**src/rtl/temp_adc_scheduler_if.sv**
```systemverilog
// Avalon-MM register port, ADC conversion handshake and
// over-temperature alarm for temp_adc_scheduler.
interface temp_adc_scheduler_if;
  logic [2:0]  address;
  logic        write;
  logic [31:0] writedata;
  logic [31:0] readdata;
  logic        adc_start;
  logic [2:0]  adc_ch;
  logic        adc_done;
  logic [11:0] adc_data;
  logic        overtemp;

  modport slave (
    input  address, write, writedata,
    input  adc_done, adc_data,
    output readdata, adc_start, adc_ch,
    output overtemp
  );

  modport master (
    output address, write, writedata,
    output adc_done, adc_data,
    input  readdata, adc_start, adc_ch,
    input  overtemp
  );
endinterface

```
**src/rtl/temp_adc_scheduler.sv**
```systemverilog
// Round-robin averaging scheduler for a shared 12-bit ADC.
// Define TEMP_SCHED_OVERTEMP_EN for threshold + sticky alarm.
module temp_adc_scheduler #(
  parameter int NUM_CH   = 4,
  parameter int AVG_LOG2 = 2,
  parameter int PERIOD   = 50000
) (
  input  logic clk,
  input  logic reset,
  temp_adc_scheduler_if.slave bus
);

  localparam int AW = 12 + AVG_LOG2;
  localparam int CW = AVG_LOG2 + 1;
  localparam int PW = $clog2(PERIOD);

  localparam logic [CW-1:0] NSMP = CW'(1 << AVG_LOG2);
  localparam logic [PW-1:0] PMAX = PW'(PERIOD - 1);
  localparam logic [2:0]    CH_LAST = 3'(NUM_CH - 1);

  localparam logic [2:0] S_IDLE  = 3'd0;
  localparam logic [2:0] S_START = 3'd1;
  localparam logic [2:0] S_CONV  = 3'd2;
  localparam logic [2:0] S_STORE = 3'd3;
  localparam logic [2:0] S_WAIT  = 3'd4;

  logic [2:0]    state_q, state_d;
  logic [2:0]    ch_q, ch_d;
  logic [AW-1:0] acc_q, acc_d;
  logic [CW-1:0] cnt_q, cnt_d, cnt_inc;
  logic [PW-1:0] per_q, per_d, per_inc;
  logic          en_q, en_d;
  logic          ovr_q, ovr_d, ovr_set;
  logic          abort_q, abort_d;
  logic [31:0]   rdata_q, rdata_d;
  logic [11:0]   res_q [NUM_CH];
  logic [11:0]   res_val;
  logic [11:0]   thr_rd;
  logic          store, busy, alarm;
  logic          wr6, wr7;
  logic          unused_wd;

  assign wr6 = bus.write && (bus.address == 3'd6);
  assign wr7 = bus.write && (bus.address == 3'd7);

  // Disable takes effect in the write cycle itself.
  assign en_d = wr7 ? bus.writedata[0] : en_q;

  assign busy    = (state_q != S_IDLE);
  assign res_val = 12'(acc_q >> AVG_LOG2);
  assign cnt_inc = cnt_q + 1'b1;
  assign per_inc = (per_q == PMAX) ? per_q : per_q + 1'b1;

  always_comb begin
    state_d = state_q;
    ch_d    = ch_q;
    acc_d   = acc_q;
    cnt_d   = cnt_q;
    abort_d = abort_q;
    per_d   = per_inc;
    ovr_set = 1'b0;
    store   = 1'b0;
    case (state_q)
      S_IDLE: begin
        per_d   = per_q;
        acc_d   = '0;
        cnt_d   = '0;
        abort_d = 1'b0;
        if (en_q) begin
          per_d   = '0;
          ch_d    = '0;
          state_d = S_START;
        end
      end
      S_START: begin
        state_d = en_d ? S_CONV : S_IDLE;
      end
      S_CONV: begin
        if (!en_d) abort_d = 1'b1;
        if (bus.adc_done) begin
          if (!en_d || abort_q) begin
            acc_d   = '0;
            cnt_d   = '0;
            abort_d = 1'b0;
            state_d = S_IDLE;
          end else begin
            acc_d   = acc_q + AW'(bus.adc_data);
            cnt_d   = cnt_inc;
            state_d = (cnt_inc < NSMP) ? S_START : S_STORE;
          end
        end
      end
      S_STORE: begin
        store = 1'b1;
        acc_d = '0;
        cnt_d = '0;
        if (!en_d) begin
          state_d = S_IDLE;
        end else if (ch_q < CH_LAST) begin
          ch_d    = ch_q + 3'd1;
          state_d = S_START;
        end else begin
          ch_d    = '0;
          state_d = S_WAIT;
          ovr_set = (per_q == PMAX);
        end
      end
      S_WAIT: begin
        if (!en_d) begin
          state_d = S_IDLE;
        end else if (per_q >= PMAX) begin
          per_d   = '0;
          state_d = S_START;
        end
      end
      default: state_d = S_IDLE;
    endcase
  end

  assign ovr_d = ovr_set | (ovr_q & ~(wr7 & bus.writedata[3]));

  always_comb begin
    rdata_d = '0;
    unique case (1'b1)
      (bus.address == 3'd7):
        rdata_d = {28'd0, ovr_q, alarm, busy, en_q};
      (bus.address == 3'd6):
        rdata_d = {20'd0, thr_rd};
      default:
        for (int i = 0; i < NUM_CH; i++)
          if (bus.address == 3'(i))
            rdata_d = {20'd0, res_q[i]};
    endcase
  end

  always_ff @(posedge clk or posedge reset) begin
    if (reset) begin
      state_q <= S_IDLE;
      ch_q    <= '0;
      acc_q   <= '0;
      cnt_q   <= '0;
      per_q   <= '0;
      en_q    <= 1'b0;
      ovr_q   <= 1'b0;
      abort_q <= 1'b0;
      rdata_q <= '0;
    end else begin
      state_q <= state_d;
      ch_q    <= ch_d;
      acc_q   <= acc_d;
      cnt_q   <= cnt_d;
      per_q   <= per_d;
      en_q    <= en_d;
      ovr_q   <= ovr_d;
      abort_q <= abort_d;
      rdata_q <= rdata_d;
    end
  end

  always_ff @(posedge clk or posedge reset) begin
    if (reset) begin
      for (int i = 0; i < NUM_CH; i++)
        res_q[i] <= '0;
    end else begin
      for (int i = 0; i < NUM_CH; i++)
        if (store && ch_q == 3'(i))
          res_q[i] <= res_val;
    end
  end

`ifdef TEMP_SCHED_OVERTEMP_EN
  logic [11:0] thr_q;
  logic        alarm_q, alarm_set;

  // A new exceedance outranks a simultaneous W1C.
  assign alarm_set = store && (res_val > thr_q);

  always_ff @(posedge clk or posedge reset) begin
    if (reset) begin
      thr_q   <= 12'hFFF;
      alarm_q <= 1'b0;
    end else begin
      if (wr6) thr_q <= bus.writedata[11:0];
      alarm_q <= alarm_set |
                 (alarm_q & ~(wr7 & bus.writedata[2]));
    end
  end

  assign thr_rd    = thr_q;
  assign alarm     = alarm_q;
  assign unused_wd = ^{bus.writedata[31:12],
                       bus.writedata[1]};
`else
  assign thr_rd    = 12'd0;
  assign alarm     = 1'b0;
  assign unused_wd = ^{bus.writedata[31:4],
                       bus.writedata[2:1], wr6};
`endif

  assign bus.readdata  = rdata_q;
  assign bus.adc_start = (state_q == S_START);
  assign bus.adc_ch    = ch_q;
  assign bus.overtemp  = alarm;

endmodule

```
**src/flat_wrapper.sv**
```systemverilog
// flat-port wrapper written by rule: the top's interface ports become plain ports
module temp_adc_scheduler_flat 
#(
  parameter int NUM_CH   = 4,
  parameter int AVG_LOG2 = 2,
  parameter int PERIOD   = 50000
)
  (clk, reset, bus_address, bus_write, bus_writedata, bus_adc_done, bus_adc_data, bus_readdata, bus_adc_start, bus_adc_ch, bus_overtemp);
  temp_adc_scheduler_if bus_i ();
  input  logic clk;
  input  logic reset;
  input wire logic [$bits(bus_i.address)-1:0] bus_address;
  input wire logic [$bits(bus_i.write)-1:0] bus_write;
  input wire logic [$bits(bus_i.writedata)-1:0] bus_writedata;
  input wire logic [$bits(bus_i.adc_done)-1:0] bus_adc_done;
  input wire logic [$bits(bus_i.adc_data)-1:0] bus_adc_data;
  output wire logic [$bits(bus_i.readdata)-1:0] bus_readdata;
  output wire logic [$bits(bus_i.adc_start)-1:0] bus_adc_start;
  output wire logic [$bits(bus_i.adc_ch)-1:0] bus_adc_ch;
  output wire logic [$bits(bus_i.overtemp)-1:0] bus_overtemp;
  assign bus_i.address = bus_address;
  assign bus_i.write = bus_write;
  assign bus_i.writedata = bus_writedata;
  assign bus_i.adc_done = bus_adc_done;
  assign bus_i.adc_data = bus_adc_data;
  assign bus_readdata = bus_i.readdata;
  assign bus_adc_start = bus_i.adc_start;
  assign bus_adc_ch = bus_i.adc_ch;
  assign bus_overtemp = bus_i.overtemp;
  temp_adc_scheduler #(.NUM_CH(NUM_CH), .AVG_LOG2(AVG_LOG2), .PERIOD(PERIOD)) u_core (.clk(clk), .reset(reset), .bus(bus_i));
endmodule
```
**config.mk**
```make
export PLATFORM = sky130hd
export DESIGN_NAME = temp_adc_scheduler_flat
export DESIGN_NICKNAME = d
export VERILOG_FILES = /design/src/rtl/temp_adc_scheduler_if.sv /design/src/rtl/temp_adc_scheduler.sv /design/src/flat_wrapper.sv
export SDC_FILE = /design/constraint.sdc
export NUM_CORES = 1
export LEC_CHECK = 0
export ABC_AREA = 1
export CORE_UTILIZATION = 49
export CTS_CLUSTER_SIZE = 16
export DETAILED_ROUTE_END_ITERATION = 10
export GPL_TIMING_DRIVEN = 0
export PLACE_DENSITY = 0.79
export SYNTH_ARGS = -nofsm -noshare
export SYNTH_HDL_FRONTEND = slang
export SYNTH_SLANG_ARGS = --single-unit
```
**constraint.sdc**
```tcl
create_clock -name clk -period 3.1 [get_ports clk]
set_input_delay 0.62 -clock clk [delete_from_list [all_inputs] [get_ports clk]]
set_output_delay 0.62 -clock clk [all_outputs]
set_load 0.005 [all_outputs]
```
### Word level (Yosys, flattened, before mapping)

Cells that the tools add are included.

| operators by class | value |
|---|---|
| multiplexer cells | 39 |
| equality and inequality tests | 17 |
| bitwise operators | 4 |
| magnitude comparators | 3 |
| reductions and logical operators | 18 |
| $mul | 0 |
| div/mod/pow operators | 0 |
| $add $sub $neg | 4 |
| shift-type cells | 0 |

Operators by type and width:

| kind | count |
|---|---|
| two-way mux 16 bit | 4 |
| case mux 32 bit (2 select lines) | 1 |
| two-way mux 12 bit | 4 |
| two-way mux 3 bit | 12 |
| case mux 16 bit (2 select lines) | 1 |
| two-way mux 14 bit | 2 |
| case mux 14 bit (2 select lines) | 1 |
| == test 3 x 2 -> 1 bit (second input constant) | 6 |
| adder 16 x 1 -> 16 bit (second input constant) | 1 |
| == test 16 bit (second input constant) | 1 |
| greater-or-equal comparator 16 bit (second input constant) | 1 |
| case mux 3 bit (5 select lines) | 1 |
| adder 14 x 12 -> 14 bit | 1 |
| case mux 3 bit (2 select lines) | 2 |
| == test 3 x 1 -> 1 bit (second input constant) | 3 |
| == test 3 bit (second input constant) | 3 |
| zero test 3 bit | 3 |
| two-way mux 1 bit | 8 |
| adder 3 x 1 -> 3 bit (second input constant) | 2 |
| AND reduction 3 bit | 2 |
| nonzero test 2 bit | 3 |
| logical AND 1 bit | 5 |
| two-way mux 2 bit | 2 |
| != test 2 x 1 -> 1 bit (second input constant) | 2 |
| other kinds (13) | 14 |

| storage, ports and cells | value |
|---|---|
| latch bits | 0 |
| bits in registers | 122 |
| memories kept | 0 |
| ROM bits | 0 |
| memory bits (writable) | 0 |

### Longest topological paths before layout

Gate-level depths: netlist (run 1).

| depth | value |
|---|---|
| word-level depth | 8 |
| depth in mapped cells | 12 |

### Least setup slack after synthesis (run 1)

No wires, ideal clock.

| timing path | value |
|---|---|
| path type | input to register |
| from | input port bus_adc_data[0] |
| to | register u_core.acc_q[8] |
| arrival time | 1774 ps |
| data required time | 2973 ps |
| stages on the path | 9 |
| path slack | 1199 ps |
| library setup time | 127 ps |
| cell sequence | ha_1 fa_1 nand3_1 nand2_1 nand2_1 nand2_1 xor2_1 nand2_1 o21ai_0 |

| on the way | value |
|---|---|
| word-level cells in the longest chain between the ends | 4 |

Ends and longest elaborated chain:

| element | RTL line | source |
|---|---|---|
| start, declared | flat_wrapper.sv:16 | `input wire logic [$bits(bus_i.adc_data)-1:0] bus_adc_data;` |
| adder 14 x 12 -> 14 bit | temp_adc_scheduler.sv:87 | `acc_d = acc_q + AW'(bus.adc_data);` |
| two-way mux 14 bit | temp_adc_scheduler.sv:81 | `if (!en_d \|\| abort_q) begin` |
| two-way mux 14 bit | temp_adc_scheduler.sv:80 | `if (bus.adc_done) begin` |
| case mux 14 bit (2 select lines) | temp_adc_scheduler.sv:63 | `case (state_q)` |
| end signal, assigned | temp_adc_scheduler.sv:140 | `acc_q <= '0;` |
| end signal, assigned | temp_adc_scheduler.sv:150 | `acc_q <= acc_d;` |
| end, declared | temp_adc_scheduler.sv:29 | `logic [AW-1:0] acc_q, acc_d;` |

Every way passes these cells. The select of a mux whose other input is x is not followed.
A chain may end at the register's enable or synchronous reset.

### Worst setup path after layout (run 1)

| timing path | value |
|---|---|
| from | register u_core.state_q[2] |
| to | output port bus_adc_start |

| on the way | value |
|---|---|
| word-level cells in the longest chain between the ends | 1 |

Ends and longest elaborated chain:

| element | RTL line | source |
|---|---|---|
| start, declared | temp_adc_scheduler.sv:27 | `logic [2:0] state_q, state_d;` |
| start signal, assigned | temp_adc_scheduler.sv:148 | `state_q <= state_d;` |
| == test 3 x 1 -> 1 bit | temp_adc_scheduler.sv:201 | `assign bus.adc_start = (state_q == S_START);` |
| end, declared | flat_wrapper.sv:18 | `output wire logic [$bits(bus_i.adc_start)-1:0] bus_adc_start;` |

Every way passes these cells.

==> results.toml, run 1 <==
[run_status]
outcome = "finished, final reports clean"

[sta]
setup_tns_ps = 0
timing.final.crit_share = 0.762
hold_viol_final = 0
setup_viol_count_final = 0
skew_ps = 15.9
fmax_mhz = 424
period_needed_ps = 2360
drv_slew = 0
tightest_slew_ps = 840
slew_headroom = 0.439
rsz0062_at_grt = "no"

[cells_and_area]
fillerInstances = 964
layoutNonFillerInstCount = 888
area_delta_synth_final_pct = 15.9
regArea_um2 = 2550
final_nets = 814
drive_gt1_frac = 0.106
multi_input_area_um2 = 2460
num_antenna_cells = 0

[run]
cap_viol_max_count = 0

[floorplan]
fp.dieW_um = 108
die_area_um2 = 11600
core_region_area_um2 = 10800
ioPinCount = 88
start_util = 0.505
num_rows = 38
die_h_um = 108

[synth]
seq_area_frac_synth = 0.467
synthDistinctLibCells = 35
synth-seq-cells = 102
synth_async_sr_flop_share = 1.00
synth_area_um2 = 5470
yosys_warnings = 0
netlist_instances = 674
synth_ff_type = "dfrtp_1"
synth-edff-count = 0
syn_area_per_cell_um2 = 8.11

[pwr]
pwr-share-seq = 0.431
ir_worst_vdd_mv = 0.259
power_switching_mw = 1.50
design_power_total_mw = 3.96
power.internal_mw = 2.46
clkPwrFrac = 0.227
netSwitchingFraction = 0.379
leakagePower_nw = 3.09
combPwrFrac = 0.342
p_per_area_nw_per_um2 = 624

[cts]
cts_root_buf = "clkbuf_8"
cts_tree = "yes"
cts.clk_slew.worst_paths_ps = 110
cts_sinks = 102
cts_max_level = 3
ctsResizeCount = 0
clk-insertion-delay-late_ps = 370
post-cts-setup-buffers = 0
hold_buffers = 0
cts.path.max_buffers = 2
cts_buffers = 9

[setup_path]
cp_max_fo = 5
crit_arrival_ps = 1740
path_class = "flip-flop to output pin"
worstSetupEndpointType = "output pin"
startpoint_type = "flip-flop"
rrSetupSlack_ps = 1260
cp.required_ps = 2480

[placement]
gp_congestion = 0.943
dp_hpwl_mm = 9.07
portBuffers = 36
dp_cells = 872

[routing]
drt_first_pass_iters = 5
routed_wl_mm = 12.2
drtAntennaViolNets = 0
wl_per_cell_um = 13.8
drtIter0Drc = 324
via_count = 4688
avgViaCountPerCell = 5.28
drc = 0

[hold_path]
hp-class = "flip-flop to flip-flop"

[global_routing]
grt_overflow = 0
antenna_found_initial = 0
grt_pass1_wl_mm = 20.5
grt.total_usage = 0.228
grt_pass1_vias = 4415
grt_max_degree = 40
[per-layer routing]
metal,wire length [um],vias to the layer above,track usage,part of all wire
met1,5460,2229,0.305,0.45
met2,5730,178,0.374,0.47
met3,881,16,0.0442,0.072
met5,0,-,0,0
li1,-,2265,-,-
met4,180,0,0.0734,0.015
[area by class of cell]
type	count	area share
sequential	102	0.403
multi-input combinational	481	0.388
timing repair buffer	38	0.0632
inverter	72	0.0432
buffer	39	0.0419
tap	140	0.0276
clock buffer	10	0.0217
clock inverter	6	0.0120
[cells by family after synthesis]
family | synth area share
buffers and inverters | 0.0979
AND/OR/NAND/NOR | 0.259
other | 0.000686
AO/OA/AOI/OAI | 0.102
flip-flops | 0.467
adder cells (fa/ha/maj) | 0.0471
XOR/XNOR | 0.0272
[final timing paths]
check                           cells after the start                           end                             start
worst max register to register                      5   u_core.res_q[8]$_DFFE_PP0P_  u_core.bus.adc_ch[0]$_DFFE_PP0P_
max in group asynchronous                           3   u_core.acc_q[4]$_DFFE_PP0P_                             reset
min in group asynchronous                           2  u_core.res_q[34]$_DFFE_PP0P_                             reset
worst min-delay path                                2  u_core.res_q[10]$_DFFE_PP0P_      u_core.res_q[10]$_DFFE_PP0P_
worst max-delay path                                2                 bus_adc_start     u_core.state_q[2]$_DFFE_PP0P_
worst min register to register                      2  u_core.res_q[10]$_DFFE_PP0P_      u_core.res_q[10]$_DFFE_PP0P_
[critical path, stage by stage, from the launching register on]
cell and delay (ps):
dfrtp_1 470, nor3_1 350, clkdlybuf4s50_1 570
[placed cells by master (no fill, tap or decap), types with 2 or more instances in the layout]
cell | Yosys | layout
nand2_1 | 182 | 182
dfrtp_1 | 102 | 102
inv_1 | 70 | 69
nand3_1 | 52 | 52
nor2_1 | 51 | 51
o21ai_0 | 42 | 42
clkdlybuf4s50_1 | 0 | 36
o21ai_1 | 27 | 27
buf_4 | 22 | 22
conb_1 | 1 | 21
ha_1 | 19 | 19
a21oi_1 | 15 | 15
xor2_1 | 13 | 13
nor2_2 | 11 | 11
clkbuf_8 | 0 | 10
clkbuf_1 | 8 | 8
a41oi_1 | 8 | 8
nand2_2 | 7 | 7
nand4_1 | 6 | 6
nor2_4 | 5 | 5
buf_2 | 5 | 5
buf_6 | 4 | 4
xnor2_1 | 4 | 4
o221ai_1 | 3 | 3
nor3_1 | 3 | 3
clkinvlp_4 | 0 | 3
inv_2 | 2 | 2
o21bai_1 | 2 | 2
inv_8 | 0 | 2
buf_12 | 0 | 2
[power by group through the flow]
stage | combinational (mW) | clock (mW) | sequential (mW)
after floorplan | 0.973 | 0 | 1.69
after CTS | 1.35 | 0.914 | 1.70
after detailed placement | 1.34 | 0 | 1.73
final | 1.35 | 0.897 | 1.71
after global placement | 1.28 | 0 | 1.71
after global routing | 1.52 | 0.971 | 1.73
[metrics by stage]
step / cell area, um^2 / hold slack [ps] / util / worst slack (ps)
6_report: 6340 / 498 / 0.585 / 739
5_1_grt: 6340 / 514 / 0.585 / 664
4_1_cts: 6340 / 500 / 0.585 / 715
3_5_place_dp: 6120 / 475 / 0.565 / 574
3_3_place_gp: 6080 / 467 / 0.561 / 302
2_1_floorplan: 5550 / 452 / - / 1200
[registers in the layout (all words and copies together), names as in the netlist]
register	flops
u_core.res_q	48
u_core.per_q	16
u_core.acc_q	14
u_core.bus.readdata	12
u_core.bus.adc_ch	3
u_core.cnt_q	3
u_core.state_q	3
u_core.abort_q	1
u_core.en_q	1
u_core.ovr_q	1
[Yosys cell counts, types with 2 or more instances]
| master | count | share of area |
|---|---|---|
| a21oi_1 | 15 | 0.014 |
| a41oi_1 | 8 | 0.013 |
| buf_2 | 5 | 0.0046 |
| buf_4 | 22 | 0.030 |
| buf_6 | 4 | 0.0082 |
| clkbuf_1 | 8 | 0.0055 |
| dfrtp_1 | 102 | 0.47 |
| ha_1 | 19 | 0.043 |
| inv_1 | 70 | 0.048 |
| inv_2 | 2 | 0.0014 |
| nand2_1 | 182 | 0.12 |
| nand2_2 | 7 | 0.0080 |
| nand3_1 | 52 | 0.048 |
| nand4_1 | 6 | 0.0069 |
| nor2_1 | 51 | 0.035 |
| nor2_2 | 11 | 0.013 |
| nor2_4 | 5 | 0.010 |
| nor3_1 | 3 | 0.0027 |
| o21ai_0 | 42 | 0.038 |
| o21ai_1 | 27 | 0.025 |
| o21bai_1 | 2 | 0.0027 |
| o221ai_1 | 3 | 0.0048 |
| xnor2_1 | 4 | 0.0064 |
| xor2_1 | 13 | 0.021 |
(Power assumes the default switching activity.)
==> inputs of run 2 (changes only) <==
- CORE_UTILIZATION: 49 -> 50
- PLACE_DENSITY: 0.79 -> 0.77
- clock period: 3.1 -> 2.4 ns (I/O delays scaled with it)
==> results.toml, run 2 (same netlist as run 1, synthesis figures left out) <==
[floorplan]
num_rows = 37
die_area_um2 = 11400
core_region_area_um2 = 10500
ioPinCount = 88
start_util = 0.523
die_h_um = 107
fp.dieW_um = 107

[cts]
post-cts-setup-buffers = 0
cts.path.max_buffers = 2
cts_buffers = 9
cts_tree = "yes"
cts.clk_slew.worst_paths_ps = 110
hold_buffers = 0
cts_root_buf = "clkbuf_8"
cts_max_level = 3
cts_sinks = 102
clk-insertion-delay-late_ps = 380
ctsResizeCount = 0

[sta]
drv_slew = 0
hold_viol_final = 0
rsz0062_at_grt = "no"
setup_ws_ps = 188
hold_slack_ps = 499
setup_viol_count_final = 0
tightest_slew_ps = 665
slew_headroom = 0.556
timing.final.crit_share = 0.922
skew_ps = 16.4
period_needed_ps = 2210
fmax_mhz = 452

[cells_and_area]
num_antenna_cells = 0
reg.largest.list = "u_core.res_q: 48 flops, u_core.per_q: 16 flops, u_core.acc_q: 14 flops"
multi_input_area_um2 = 2460
fillerInstances = 944
final_nets = 814
regMostFlops = "u_core.res_q"
drive_gt1_frac = 0.106
largest_reg_flops = 48
layout_common_cells = "182 x nand2_1, 102 x dfrtp_1, 69 x inv_1"
area_delta_synth_final_pct = 15.5
mostFrequentLayoutCell = "nand2_1"
regArea_um2 = 2550

[placement]
gp_congestion = 0.897
dp_hpwl_mm = 9.08
portBuffers = 36
pre_cts_slack_ps = 71.3

[hold_path]
hp-class = "flip-flop to flip-flop"

[routing]
drt_first_pass_iters = 5
drc = 0
routed_wl_mm = 12.3
wl_per_cell_um = 14.0
via_count = 4586
drtAntennaViolNets = 0
avgViaCountPerCell = 5.19
drtIter0Drc = 335

[pwr]
ir_worst_vdd_mv = 0.357
leakagePower_nw = 3.09
design_power_total_mw = 5.04
p_per_area_nw_per_um2 = 798

[global_routing]
grt_overflow = 0
antenna_found_initial = 0
grt.total_usage = 0.238
grt_pass1_vias = 4548
grt_max_degree = 42
grt_pass1_wl_mm = 21.2

[setup_path]
cp.required_ps = 1920
startpoint_type = "flip-flop"
cp_max_fo = 5
path_class = "flip-flop to output pin"
crit_arrival_ps = 1730
worstSetupEndpointType = "output pin"

[run]
cap_viol_max_count = 0

[run_status]
outcome = "finished, final reports clean"
## run 2: cell count changes in the layout (fill, tap and decap cells not counted), sizes merged
| cell | delta |
|---|---|
| bufinv | -1 |
| clkinv | +2 |
| clkinvlp | -2 |
| inv | +2 |
| clkbuf | -1 |
## run 2: cell type report
type                            instances  area share
Sequential cell                       102       0.404
Multi-Input combinational cell        481       0.389
Timing Repair Buffer                   38      0.0634
Inverter                               72      0.0434
Buffer                                 39      0.0420
Tap cell                              136      0.0269
Clock buffer                            9      0.0196
Clock inverter                          7      0.0117
## run 2: critical path: stages (launching register included)
cell             delay [ps]
dfrtp_1                 470
nor3_1                  320
clkdlybuf4s50_1         570
## run 2: worst paths after layout
kind	start	endpoint	slack (ps)	cells past startpoint
max reg2reg	u_core.bus.adc_ch[0]$_DFFE_PP0P_	u_core.res_q[2]$_DFFE_PP0P_	490	6
max in group asynchronous	reset	u_core.per_q[3]$_DFFE_PP0N_	1240	3
max	u_core.state_q[2]$_DFFE_PP0P_	bus_adc_start	190	2
min in group asynchronous	reset	u_core.res_q[31]$_DFFE_PP0P_	530	2
min reg2reg	u_core.res_q[6]$_DFFE_PP0P_	u_core.res_q[6]$_DFFE_PP0P_	500	2
min	u_core.res_q[6]$_DFFE_PP0P_	u_core.res_q[6]$_DFFE_PP0P_	500	2
## run 2: per-layer routing
metal,vias up,routed length [um],global-route usage
met5,-,0,0
met2,155,5790,0.390
met1,2135,5560,0.312
li1,2262,-,-
met4,0,377,0.115
met3,34,615,0.0316
## run 2: report_power, final
group | switching, mW | internal (mW)
sequential | 0.196 | 2.01
combinational | 1.10 | 0.635
clock | 0.685 | 0.414
total | 1.98 | 3.06
## run 2: stage by stage
stage | utilization | TNS [ps] | instances | cell area [um^2]
floorplan | - | 0 | 694 | 5550
global placement | 0.581 | -27280 | 866 | 6080
detailed placement | 0.585 | 0 | 868 | 6120
CTS | 0.604 | 0 | 884 | 6320
global route | 0.604 | 0 | 884 | 6320
finish | 0.604 | 0 | 884 | 6320
==> inputs of run 3 (changes only) <==
- GPL_ROUTABILITY_DRIVEN: default -> 0
==> results of run 3 <==
Final layout, timing and power as in run 2 (identical DEF).
